## config.mk

```make
export PLATFORM = sky130hd
export DESIGN_NAME = memory_controller_flat
export DESIGN_NICKNAME = d
export VERILOG_FILES = /design/src/rtl/memory_controller_pkg.sv /design/src/rtl/memory_controller_if.sv /design/src/rtl/memory_controller_arbiter.sv /design/src/rtl/memory_controller.sv /design/src/flat_wrapper.sv
export SDC_FILE = /design/constraint.sdc
export NUM_CORES = 1
export LEC_CHECK = 0
export CAP_MARGIN = 20
export CORE_MARGIN = 5
export CORE_UTILIZATION = 40
export CTS_CLUSTER_SIZE = 10
export DETAILED_ROUTE_END_ITERATION = 8
export GPL_TIMING_DRIVEN = 0
export PLACE_DENSITY = 0.63
export SETUP_SLACK_MARGIN = 0.3
export SYNTH_ARGS = -nofsm -noshare
export SYNTH_HDL_FRONTEND = slang
export SYNTH_SLANG_ARGS = --single-unit
```

## constraint.sdc

```tcl
create_clock -name clk -period 4.7 [get_ports clk]
set_clock_uncertainty 0.1 [all_clocks]
set_input_delay 1.175 -clock clk [delete_from_list [all_inputs] [get_ports clk]]
set_output_delay 1.175 -clock clk [all_outputs]
set_load 0.02 [all_outputs]
```

## src/rtl/memory_controller_pkg.sv

```systemverilog
// Shared types and constants for the memory controller: FSM states, goal codes,
// IO window match value and the latched request record.
package memory_controller_pkg;

    typedef enum logic [1:0] {
        ST_IDLE  = 2'd0,
        ST_READ  = 2'd1,
        ST_WRITE = 2'd2
    } state_t;

    localparam logic [2:0] GOAL_LB   = 3'd1;
    localparam logic [2:0] GOAL_LH   = 3'd2;
    localparam logic [2:0] GOAL_LW   = 3'd4;
    localparam logic [1:0] IO_WINDOW = 2'b11;
    localparam logic       FALSE     = 1'b0;
    localparam logic       TRUE      = 1'b1;

    typedef struct packed {
        logic [31:0] addr;
        logic        rw;
        logic [2:0]  goal;
        logic [31:0] data;
    } req_t;

    // Byte idx of a little-endian word.
    function automatic logic [7:0] byte_of(input logic [31:0] word, input logic [2:0] idx);
        return word[{idx[1:0], 3'b000} +: 8];
    endfunction

endpackage

```

## src/rtl/memory_controller_if.sv

```systemverilog
// Client request/response signals and the 8-bit RAM bus of the memory controller.
interface memory_controller_if;
    logic        lsb_request_in;
    logic        lsb_rw_signal_in;
    logic [31:0] lsb_address_in;
    logic [2:0]  lsb_goal_in;
    logic [31:0] lsb_data_in;
    logic        lsb_ready_out;
    logic [31:0] lsb_data_out;
    logic        if_request_in;
    logic [31:0] if_address_in;
    logic        if_ready_out;
    logic [31:0] if_data_out;
    logic [7:0]  mem_din;
    logic [7:0]  mem_dout;
    logic [31:0] mem_a;
    logic        mem_wr;

    modport slave (
        input  lsb_request_in, lsb_rw_signal_in, lsb_address_in, lsb_goal_in, lsb_data_in,
        input  if_request_in, if_address_in, mem_din,
        output lsb_ready_out, lsb_data_out, if_ready_out, if_data_out,
        output mem_dout, mem_a, mem_wr
    );

    modport master (
        output lsb_request_in, lsb_rw_signal_in, lsb_address_in, lsb_goal_in, lsb_data_in,
        output if_request_in, if_address_in, mem_din,
        input  lsb_ready_out, lsb_data_out, if_ready_out, if_data_out,
        input  mem_dout, mem_a, mem_wr
    );
endinterface

```

## src/rtl/memory_controller_arbiter.sv

```systemverilog
// mc_arbiter: per-client pending latches plus fixed-priority (LSB first) grant.
// A pulse arriving while idle with nothing pending is granted combinationally.
module mc_arbiter
    import memory_controller_pkg::*;
(
    input  logic        clk,
    input  logic        rst,
    input  logic        rollback,
    input  logic        idle,
    input  logic        lsb_request,
    input  req_t        lsb_req,
    input  logic        if_request,
    input  logic [31:0] if_addr,
    output logic        grant_lsb,
    output logic        grant_if,
    output req_t        sel_req
);
    logic        lsb_pend_reg;
    req_t        lsb_req_reg;
    logic        if_pend_reg;
    logic [31:0] if_addr_reg;

    logic        lsb_take;
    logic        if_take;
    logic        lsb_eff;
    logic        if_eff;
    req_t        lsb_cur;
    logic [31:0] if_cur;

    always_comb begin
        lsb_take  = lsb_request & ~rollback & ~lsb_pend_reg;
        if_take   = if_request & ~rollback & ~if_pend_reg;
        // A pending store survives a rollback; pending loads and fetches do not.
        lsb_eff   = (lsb_pend_reg & (lsb_req_reg.rw | ~rollback)) | lsb_take;
        if_eff    = (if_pend_reg & ~rollback) | if_take;
        lsb_cur   = lsb_pend_reg ? lsb_req_reg : lsb_req;
        if_cur    = if_pend_reg ? if_addr_reg : if_addr;
        grant_lsb = idle & lsb_eff;
        grant_if  = idle & if_eff & ~lsb_eff;
        sel_req   = lsb_cur;
        if (grant_if) begin
            sel_req = '{addr: if_cur, rw: FALSE, goal: GOAL_LW, data: 32'd0};
        end
    end

    always_ff @(posedge clk) begin
        if (rst) begin
            lsb_pend_reg <= FALSE;
            lsb_req_reg  <= '0;
            if_pend_reg  <= FALSE;
            if_addr_reg  <= '0;
        end else begin
            lsb_pend_reg <= lsb_eff & ~grant_lsb;
            if_pend_reg  <= if_eff & ~grant_if;
            if (lsb_take) lsb_req_reg <= lsb_req;
            if (if_take)  if_addr_reg <= if_addr;
        end
    end
endmodule

```

## src/rtl/memory_controller.sv

```systemverilog
// Single-port RAM sequencer: splits granted 1/2/4-byte accesses into byte cycles.
// Define MC_IO_STALL_EN to hold store bytes to the IO window while io_buffer_full.
module memory_controller
    import memory_controller_pkg::*;
(
    input  logic                clk,
    input  logic                rst,
    input  logic                rob_rollback_in,
    input  logic                io_buffer_full,
    memory_controller_if.slave  bus
);
    state_t      state_reg, state_next;
    logic [2:0]  cnt_reg, cnt_next;
    logic [2:0]  n_reg, n_next;
    logic [31:0] base_reg, base_next;
    logic [31:0] wdata_reg, wdata_next;
    logic        is_if_reg, is_if_next;
    logic [31:0] rbuf_reg, rbuf_next;
    logic [31:0] mem_a_reg, mem_a_next;
    logic [7:0]  mem_dout_reg, mem_dout_next;
    logic        mem_wr_reg, mem_wr_next;
    logic        lsb_ready_reg, lsb_ready_next;
    logic        if_ready_reg, if_ready_next;
    logic [31:0] lsb_data_reg, lsb_data_next;
    logic [31:0] if_data_reg, if_data_next;

    logic        grant_lsb;
    logic        grant_if;
    req_t        sel_req;
    req_t        lsb_req_in;
    logic [31:0] act_base;
    logic [31:0] act_wdata;
    logic [2:0]  act_idx;
    logic [31:0] byte_addr;
    logic [31:0] rd_word;
    logic        io_stall;

    assign lsb_req_in = '{addr: bus.lsb_address_in, rw: bus.lsb_rw_signal_in,
                          goal: bus.lsb_goal_in, data: bus.lsb_data_in};

    mc_arbiter u_arbiter (
        .clk         (clk),
        .rst         (rst),
        .rollback    (rob_rollback_in),
        .idle        (state_reg == ST_IDLE),
        .lsb_request (bus.lsb_request_in),
        .lsb_req     (lsb_req_in),
        .if_request  (bus.if_request_in),
        .if_addr     (bus.if_address_in),
        .grant_lsb   (grant_lsb),
        .grant_if    (grant_if),
        .sel_req     (sel_req)
    );

    // In IDLE the byte being issued is byte 0 of the request granted this edge.
    always_comb begin
        act_base  = base_reg;
        act_wdata = wdata_reg;
        act_idx   = cnt_reg;
        if (state_reg == ST_IDLE) begin
            act_base  = sel_req.addr;
            act_wdata = sel_req.data;
            act_idx   = 3'd0;
        end
        byte_addr = act_base + {29'd0, act_idx};
        rd_word   = rbuf_reg | ({24'd0, bus.mem_din} << {cnt_reg - 3'd2, 3'b000});
    end

`ifdef MC_IO_STALL_EN
    assign io_stall = (byte_addr[17:16] == IO_WINDOW) && io_buffer_full;
`else
    logic io_full_unused;
    assign io_full_unused = io_buffer_full;
    assign io_stall       = FALSE;
`endif

    always_comb begin
        state_next     = state_reg;
        cnt_next       = cnt_reg;
        n_next         = n_reg;
        base_next      = base_reg;
        wdata_next     = wdata_reg;
        is_if_next     = is_if_reg;
        rbuf_next      = rbuf_reg;
        mem_a_next     = 32'd0;
        mem_dout_next  = 8'd0;
        mem_wr_next    = FALSE;
        lsb_ready_next = FALSE;
        if_ready_next  = FALSE;
        lsb_data_next  = lsb_data_reg;
        if_data_next   = if_data_reg;
        case (state_reg)
            ST_IDLE: begin
                if (grant_lsb || grant_if) begin
                    base_next  = sel_req.addr;
                    n_next     = sel_req.goal;
                    wdata_next = sel_req.data;
                    is_if_next = grant_if;
                    rbuf_next  = 32'd0;
                    cnt_next   = 3'd1;
                    if (grant_lsb && sel_req.rw) begin
                        state_next = ST_WRITE;
                        if (io_stall) begin
                            cnt_next = 3'd0;
                        end else begin
                            mem_a_next    = byte_addr;
                            mem_dout_next = byte_of(act_wdata, act_idx);
                            mem_wr_next   = TRUE;
                        end
                    end else begin
                        state_next = ST_READ;
                        mem_a_next = byte_addr;
                    end
                end
            end
            ST_READ: begin
                if (rob_rollback_in) begin
                    state_next = ST_IDLE;
                    cnt_next   = 3'd0;
                end else begin
                    // cnt_reg counts edges since grant; byte cnt-2 arrives now.
                    if (cnt_reg < n_reg)  mem_a_next = byte_addr;
                    if (cnt_reg >= 3'd2) rbuf_next  = rd_word;
                    if ({1'b0, cnt_reg} == {1'b0, n_reg} + 4'd1) begin
                        state_next = ST_IDLE;
                        cnt_next   = 3'd0;
                        if (is_if_reg) begin
                            if_ready_next = TRUE;
                            if_data_next  = rd_word;
                        end else begin
                            lsb_ready_next = TRUE;
                            lsb_data_next  = rd_word;
                        end
                    end else begin
                        cnt_next = cnt_reg + 3'd1;
                    end
                end
            end
            ST_WRITE: begin
                if (cnt_reg < n_reg) begin
                    if (!io_stall) begin
                        mem_a_next    = byte_addr;
                        mem_dout_next = byte_of(act_wdata, act_idx);
                        mem_wr_next   = TRUE;
                        cnt_next      = cnt_reg + 3'd1;
                    end
                end else begin
                    lsb_ready_next = TRUE;
                    state_next     = ST_IDLE;
                    cnt_next       = 3'd0;
                end
            end
            default: state_next = ST_IDLE;
        endcase
    end

    always_ff @(posedge clk) begin
        if (rst) begin
            state_reg     <= ST_IDLE;
            cnt_reg       <= 3'd0;
            n_reg         <= 3'd0;
            base_reg      <= 32'd0;
            wdata_reg     <= 32'd0;
            is_if_reg     <= FALSE;
            rbuf_reg      <= 32'd0;
            mem_a_reg     <= 32'd0;
            mem_dout_reg  <= 8'd0;
            mem_wr_reg    <= FALSE;
            lsb_ready_reg <= FALSE;
            if_ready_reg  <= FALSE;
            lsb_data_reg  <= 32'd0;
            if_data_reg   <= 32'd0;
        end else begin
            state_reg     <= state_next;
            cnt_reg       <= cnt_next;
            n_reg         <= n_next;
            base_reg      <= base_next;
            wdata_reg     <= wdata_next;
            is_if_reg     <= is_if_next;
            rbuf_reg      <= rbuf_next;
            mem_a_reg     <= mem_a_next;
            mem_dout_reg  <= mem_dout_next;
            mem_wr_reg    <= mem_wr_next;
            lsb_ready_reg <= lsb_ready_next;
            if_ready_reg  <= if_ready_next;
            lsb_data_reg  <= lsb_data_next;
            if_data_reg   <= if_data_next;
        end
    end

    assign bus.mem_a         = mem_a_reg;
    assign bus.mem_dout      = mem_dout_reg;
    assign bus.mem_wr        = mem_wr_reg;
    assign bus.lsb_ready_out = lsb_ready_reg;
    assign bus.lsb_data_out  = lsb_data_reg;
    assign bus.if_ready_out  = if_ready_reg;
    assign bus.if_data_out   = if_data_reg;
endmodule

```

## src/flat_wrapper.sv

```systemverilog
// flat-port wrapper written by rule: the top's interface ports become plain ports
module memory_controller_flat import memory_controller_pkg::*;
  (clk, rst, rob_rollback_in, io_buffer_full, bus_lsb_request_in, bus_lsb_rw_signal_in, bus_lsb_address_in, bus_lsb_goal_in, bus_lsb_data_in, bus_if_request_in, bus_if_address_in, bus_mem_din, bus_lsb_ready_out, bus_lsb_data_out, bus_if_ready_out, bus_if_data_out, bus_mem_dout, bus_mem_a, bus_mem_wr);
  memory_controller_if bus_i ();
  input  logic clk;
  input  logic rst;
  input  logic rob_rollback_in;
  input  logic io_buffer_full;
  input wire logic [$bits(bus_i.lsb_request_in)-1:0] bus_lsb_request_in;
  input wire logic [$bits(bus_i.lsb_rw_signal_in)-1:0] bus_lsb_rw_signal_in;
  input wire logic [$bits(bus_i.lsb_address_in)-1:0] bus_lsb_address_in;
  input wire logic [$bits(bus_i.lsb_goal_in)-1:0] bus_lsb_goal_in;
  input wire logic [$bits(bus_i.lsb_data_in)-1:0] bus_lsb_data_in;
  input wire logic [$bits(bus_i.if_request_in)-1:0] bus_if_request_in;
  input wire logic [$bits(bus_i.if_address_in)-1:0] bus_if_address_in;
  input wire logic [$bits(bus_i.mem_din)-1:0] bus_mem_din;
  output wire logic [$bits(bus_i.lsb_ready_out)-1:0] bus_lsb_ready_out;
  output wire logic [$bits(bus_i.lsb_data_out)-1:0] bus_lsb_data_out;
  output wire logic [$bits(bus_i.if_ready_out)-1:0] bus_if_ready_out;
  output wire logic [$bits(bus_i.if_data_out)-1:0] bus_if_data_out;
  output wire logic [$bits(bus_i.mem_dout)-1:0] bus_mem_dout;
  output wire logic [$bits(bus_i.mem_a)-1:0] bus_mem_a;
  output wire logic [$bits(bus_i.mem_wr)-1:0] bus_mem_wr;
  assign bus_i.lsb_request_in = bus_lsb_request_in;
  assign bus_i.lsb_rw_signal_in = bus_lsb_rw_signal_in;
  assign bus_i.lsb_address_in = bus_lsb_address_in;
  assign bus_i.lsb_goal_in = bus_lsb_goal_in;
  assign bus_i.lsb_data_in = bus_lsb_data_in;
  assign bus_i.if_request_in = bus_if_request_in;
  assign bus_i.if_address_in = bus_if_address_in;
  assign bus_i.mem_din = bus_mem_din;
  assign bus_lsb_ready_out = bus_i.lsb_ready_out;
  assign bus_lsb_data_out = bus_i.lsb_data_out;
  assign bus_if_ready_out = bus_i.if_ready_out;
  assign bus_if_data_out = bus_i.if_data_out;
  assign bus_mem_dout = bus_i.mem_dout;
  assign bus_mem_a = bus_i.mem_a;
  assign bus_mem_wr = bus_i.mem_wr;
  memory_controller u_core (.clk(clk), .rst(rst), .rob_rollback_in(rob_rollback_in), .io_buffer_full(io_buffer_full), .bus(bus_i));
endmodule
```

==> flow_summary.toml <==
[outcome]
status = "finished, final reports clean"

[clocking]
cts_tree = "yes"
cts_sinks = 314
clk_pin_slew_ns = 0.05
cts_max_level = 2
clockBufferDepth = 3
numCtsBuffers = 38
root_buffer = "clkbuf_16"
clock_latency_ns = 0.53

[placed_design]
dp_worst_setup_slack_ns = -1.24
placed_cell_area_mm2 = 0.0167
gp_congestion = 0.875
dp_hpwl_mm = 34.8
port_buffers = 211
dp.cells = 2338

[grt]
grt_pass1_vias = 12545
grt_usage_pct = 23.2
grt_start_max_net_pins = 11
grt-ovfl-total = 0
antenna_found_initial = 2
grt_pass1_wl_mm = 71.2

[logic_synthesis]
syn_area_per_cell_um2 = 8.34
synth_cell_types = 61
synth_flop_cell = "dfxtp_1"
synth_edf_count = 0
async_flop_share_pct = 0
yosys_warnings = 0
ys_ff_latch = 314
seq_area_frac_synth_pct = 45.1
syn-cell-area_mm2 = 0.0139
postSynthCellCount = 1672
synth_nets = 1800

[timing]
min_period_over_period_pct = 91.5
setup_tns_ns = 0
setup_ws_ns = 0.399
grt_setup_unrepaired = "no"
slew_headroom_pct = 29.1
hold_violations = 0
slew_violations = 0
setup_violations = 0
worstMarginPinSlew_ns = 1.06
max_freq_mhz = 232
period_needed_ns = 4.30

[worst_setup_path]
cp_max_fo = 10
worstSetupPathType = "in2reg"
cp-end-kind = "flop"
path_cells = "buf_4, o21ba_4, buf_6, nand3_4, buf_8, buf_8, buf_8, buf_4, a211oi_2, a21oi_1, mux2_4, ha_1, a21o_1, a21oi_2, a31oi_2, nand3_2, nor4_4, buf_4, nand4_4, mux2i_1"
slowest_stage = "nor4_4"
cp.arrival_ns = 4.60
startpoint_type = "input pin"
cp.required_ns = 5.00
slowest_delay_ns = 0.37

[final_layout]
layout.nets = 2069
final_cells = 2409
utilization_pct = 52.1
drive_gt1_share_pct = 8.65
area_growth_pct = 28.9
postLayoutCellArea_mm2 = 0.0180
largest_register_ffs = 68

[floorplanning]
rows = 68
die_area_mm2 = 0.0387
start_util_pct = 40.4
die_x_um = 197
core_area_mm2 = 0.0345
fp.dieH_um = 197
ios = 221

[pwr]
leakage_nw = 6.30
vdd_drop_max_v = 0.000210
power.density_mw_per_mm2 = 372

[drt]
drtIter0Drc = 996
avgRoutedWirePerCell_um = 19.6
drt_pass1_iterations = 8
postRouteAntennaNets = 0
routed_wirelength_mm = 47.1
drc = 0
vias = 13161
detail_route.vias_per_cell = 5.46

[worst_hold_path]
hold_path_class = "reg2reg"

[flow_run]
max_cap_violations = 0
==> per-stage QoR <==
stage | power [mW] | hold slack, ns
after global routing | 6.95 | 0.365
final | 6.69 | 0.351
after floorplan | 3.65 | 0.327
after CTS | 6.71 | 0.351
after detailed placement | 4.12 | 0.343
after global placement | 4.10 | 0.333
==> power breakdown <==
| part | internal, mW | total, mW | switching [mW] |
|---|---|---|---|
| Combinational | 0.492 | 1.24 | 0.751 |
| Clock | 1.48 | 2.58 | 1.10 |
| Sequential | 2.80 | 2.87 | 0.0701 |
| Total | 4.77 | 6.69 | 1.92 |
==> placed cells by master, fill, tap and decap left out, types with 9 or more instances in the layout <==
cell type / count
and2_1: 18
mux2i_1: 91
a31oi_1: 23
clkbuf_1: 93
nor3_1: 20
nand4_1: 11
clkbuf_16: 38
buf_2: 10
nand3_1: 12
ha_1: 10
buf_6: 9
dfxtp_1: 314
nand2_1: 262
a211oi_1: 73
nor2_1: 240
nor4_1: 20
buf_4: 24
and3_1: 9
buf_1: 21
nor2b_1: 12
inv_1: 19
mux2_2: 21
a21oi_1: 252
clkdlybuf4s50_1: 208
==> kinds of logic (layout without fill, tap and decap cells) <==
family | Yosys count | count (layout) | synth area share (%)
AOI/OAI and AO/OA | 414 | 414 | 18.0
xor gates and xnor gates | 14 | 14 | 0.880
adders and majority gates | 14 | 14 | 1.31
buffers and inverters | 159 | 440 | 5.05
DFF | 314 | 314 | 45.1
muxes | 123 | 123 | 9.69
other | 0 | 1 | 0
and+or+nand+nor | 634 | 634 | 20.0
==> worst paths after layout <==
kind                                                              startpoint  slack [ns]  depth (start not counted)                                           end
worst min register to register  u_core.u_arbiter.if_addr_reg[7]$_SDFFE_PP0P_        0.35                          2  u_core.u_arbiter.if_addr_reg[7]$_SDFFE_PP0P_
worst min-delay path            u_core.u_arbiter.if_addr_reg[7]$_SDFFE_PP0P_        0.35                          2  u_core.u_arbiter.if_addr_reg[7]$_SDFFE_PP0P_
worst max-delay path                                         rob_rollback_in        0.40                         20               u_core.bus.mem_a[27]$_SDFF_PP0_
worst max register to register      u_core.u_arbiter.lsb_pend_reg$_SDFF_PP0_        0.45                         17               u_core.bus.mem_a[27]$_SDFF_PP0_
==> worst max-delay path: cells and delay by family <==
family                   cells  cell delay (ns)
AND/OR/NAND/NOR              4             0.72
adder cells (fa/ha/maj)      1             0.28
buffers and inverters        7             1.05
multiplexers                 2             0.41
AO/OA/AOI/OAI                6             0.93
==> layout make-up <==
cell class,count,area (um^2)
flip-flops and latches,314,6290
clock buffers,47,995
repair buffers,229,2240
fillers,3303,16500
multi-input cells,1199,7060
well taps,455,569
inverters,20,75.1
clock inverters,5,43.8
diodes,1,2.50
plain buffers,139,697
==> layer usage <==
metal / wire, um / global-route usage [%]
met4: 1360 / 7.22
met1: 20200 / 30.3
met3: 3200 / 4.31
met2: 22300 / 39.0
met5: 7 / 0
==> what timing repair did <==
| action | CTS | global route |
|---|---|---|
| resized for setup | 22 | 19 |
| hold buffers | 0 | 0 |
| endpoints found under the hold margin | 0 | 0 |
| buffers inserted | 12 | 4 |
| pin swaps | 3 | 6 |
| cloned | 1 | 1 |
| endpoints found under the setup margin | 28 | 20 |
==> cell usage after synthesis, types with 2 or more instances <==
library cell | instances | area [um^2]
nor2_1 | 241 | 905
mux2i_1 | 91 | 911
a31oi_1 | 25 | 156
and2_1 | 18 | 113
nor2b_1 | 12 | 75.1
buf_6 | 8 | 90.1
ha_1 | 13 | 163
xor2_1 | 7 | 61.3
nand2_1 | 262 | 983
inv_1 | 19 | 71.3
a21oi_1 | 255 | 1280
nor3b_1 | 3 | 22.5
a221oi_1 | 6 | 52.6
dfxtp_1 | 314 | 6290
nand4_1 | 11 | 68.8
clkbuf_1 | 87 | 327
a221o_1 | 8 | 80.1
nand3_1 | 13 | 65.1
mux2_2 | 24 | 270
a221o_2 | 6 | 67.6
o21ai_0 | 7 | 35.0
a31o_2 | 6 | 52.6
nor3_1 | 20 | 100
a311oi_1 | 2 | 17.5
buf_4 | 4 | 30.0
nand4_4 | 2 | 42.5
o211ai_1 | 2 | 15.0
nand3_2 | 2 | 20.0
mux4_2 | 7 | 158
a211oi_1 | 75 | 563
nand4b_1 | 2 | 17.5
nor4_1 | 21 | 131
o21bai_1 | 3 | 22.5
xnor2_1 | 7 | 61.3
buf_1 | 23 | 86.3
and3_1 | 9 | 56.3
a21o_1 | 5 | 37.5
o31ai_1 | 3 | 22.5
a41o_1 | 3 | 30.0
buf_2 | 16 | 80.1
nor4_4 | 3 | 63.8
nand2b_1 | 7 | 43.8
nor4b_1 | 2 | 17.5
Note: power is estimated with default switching activity, not from simulation.
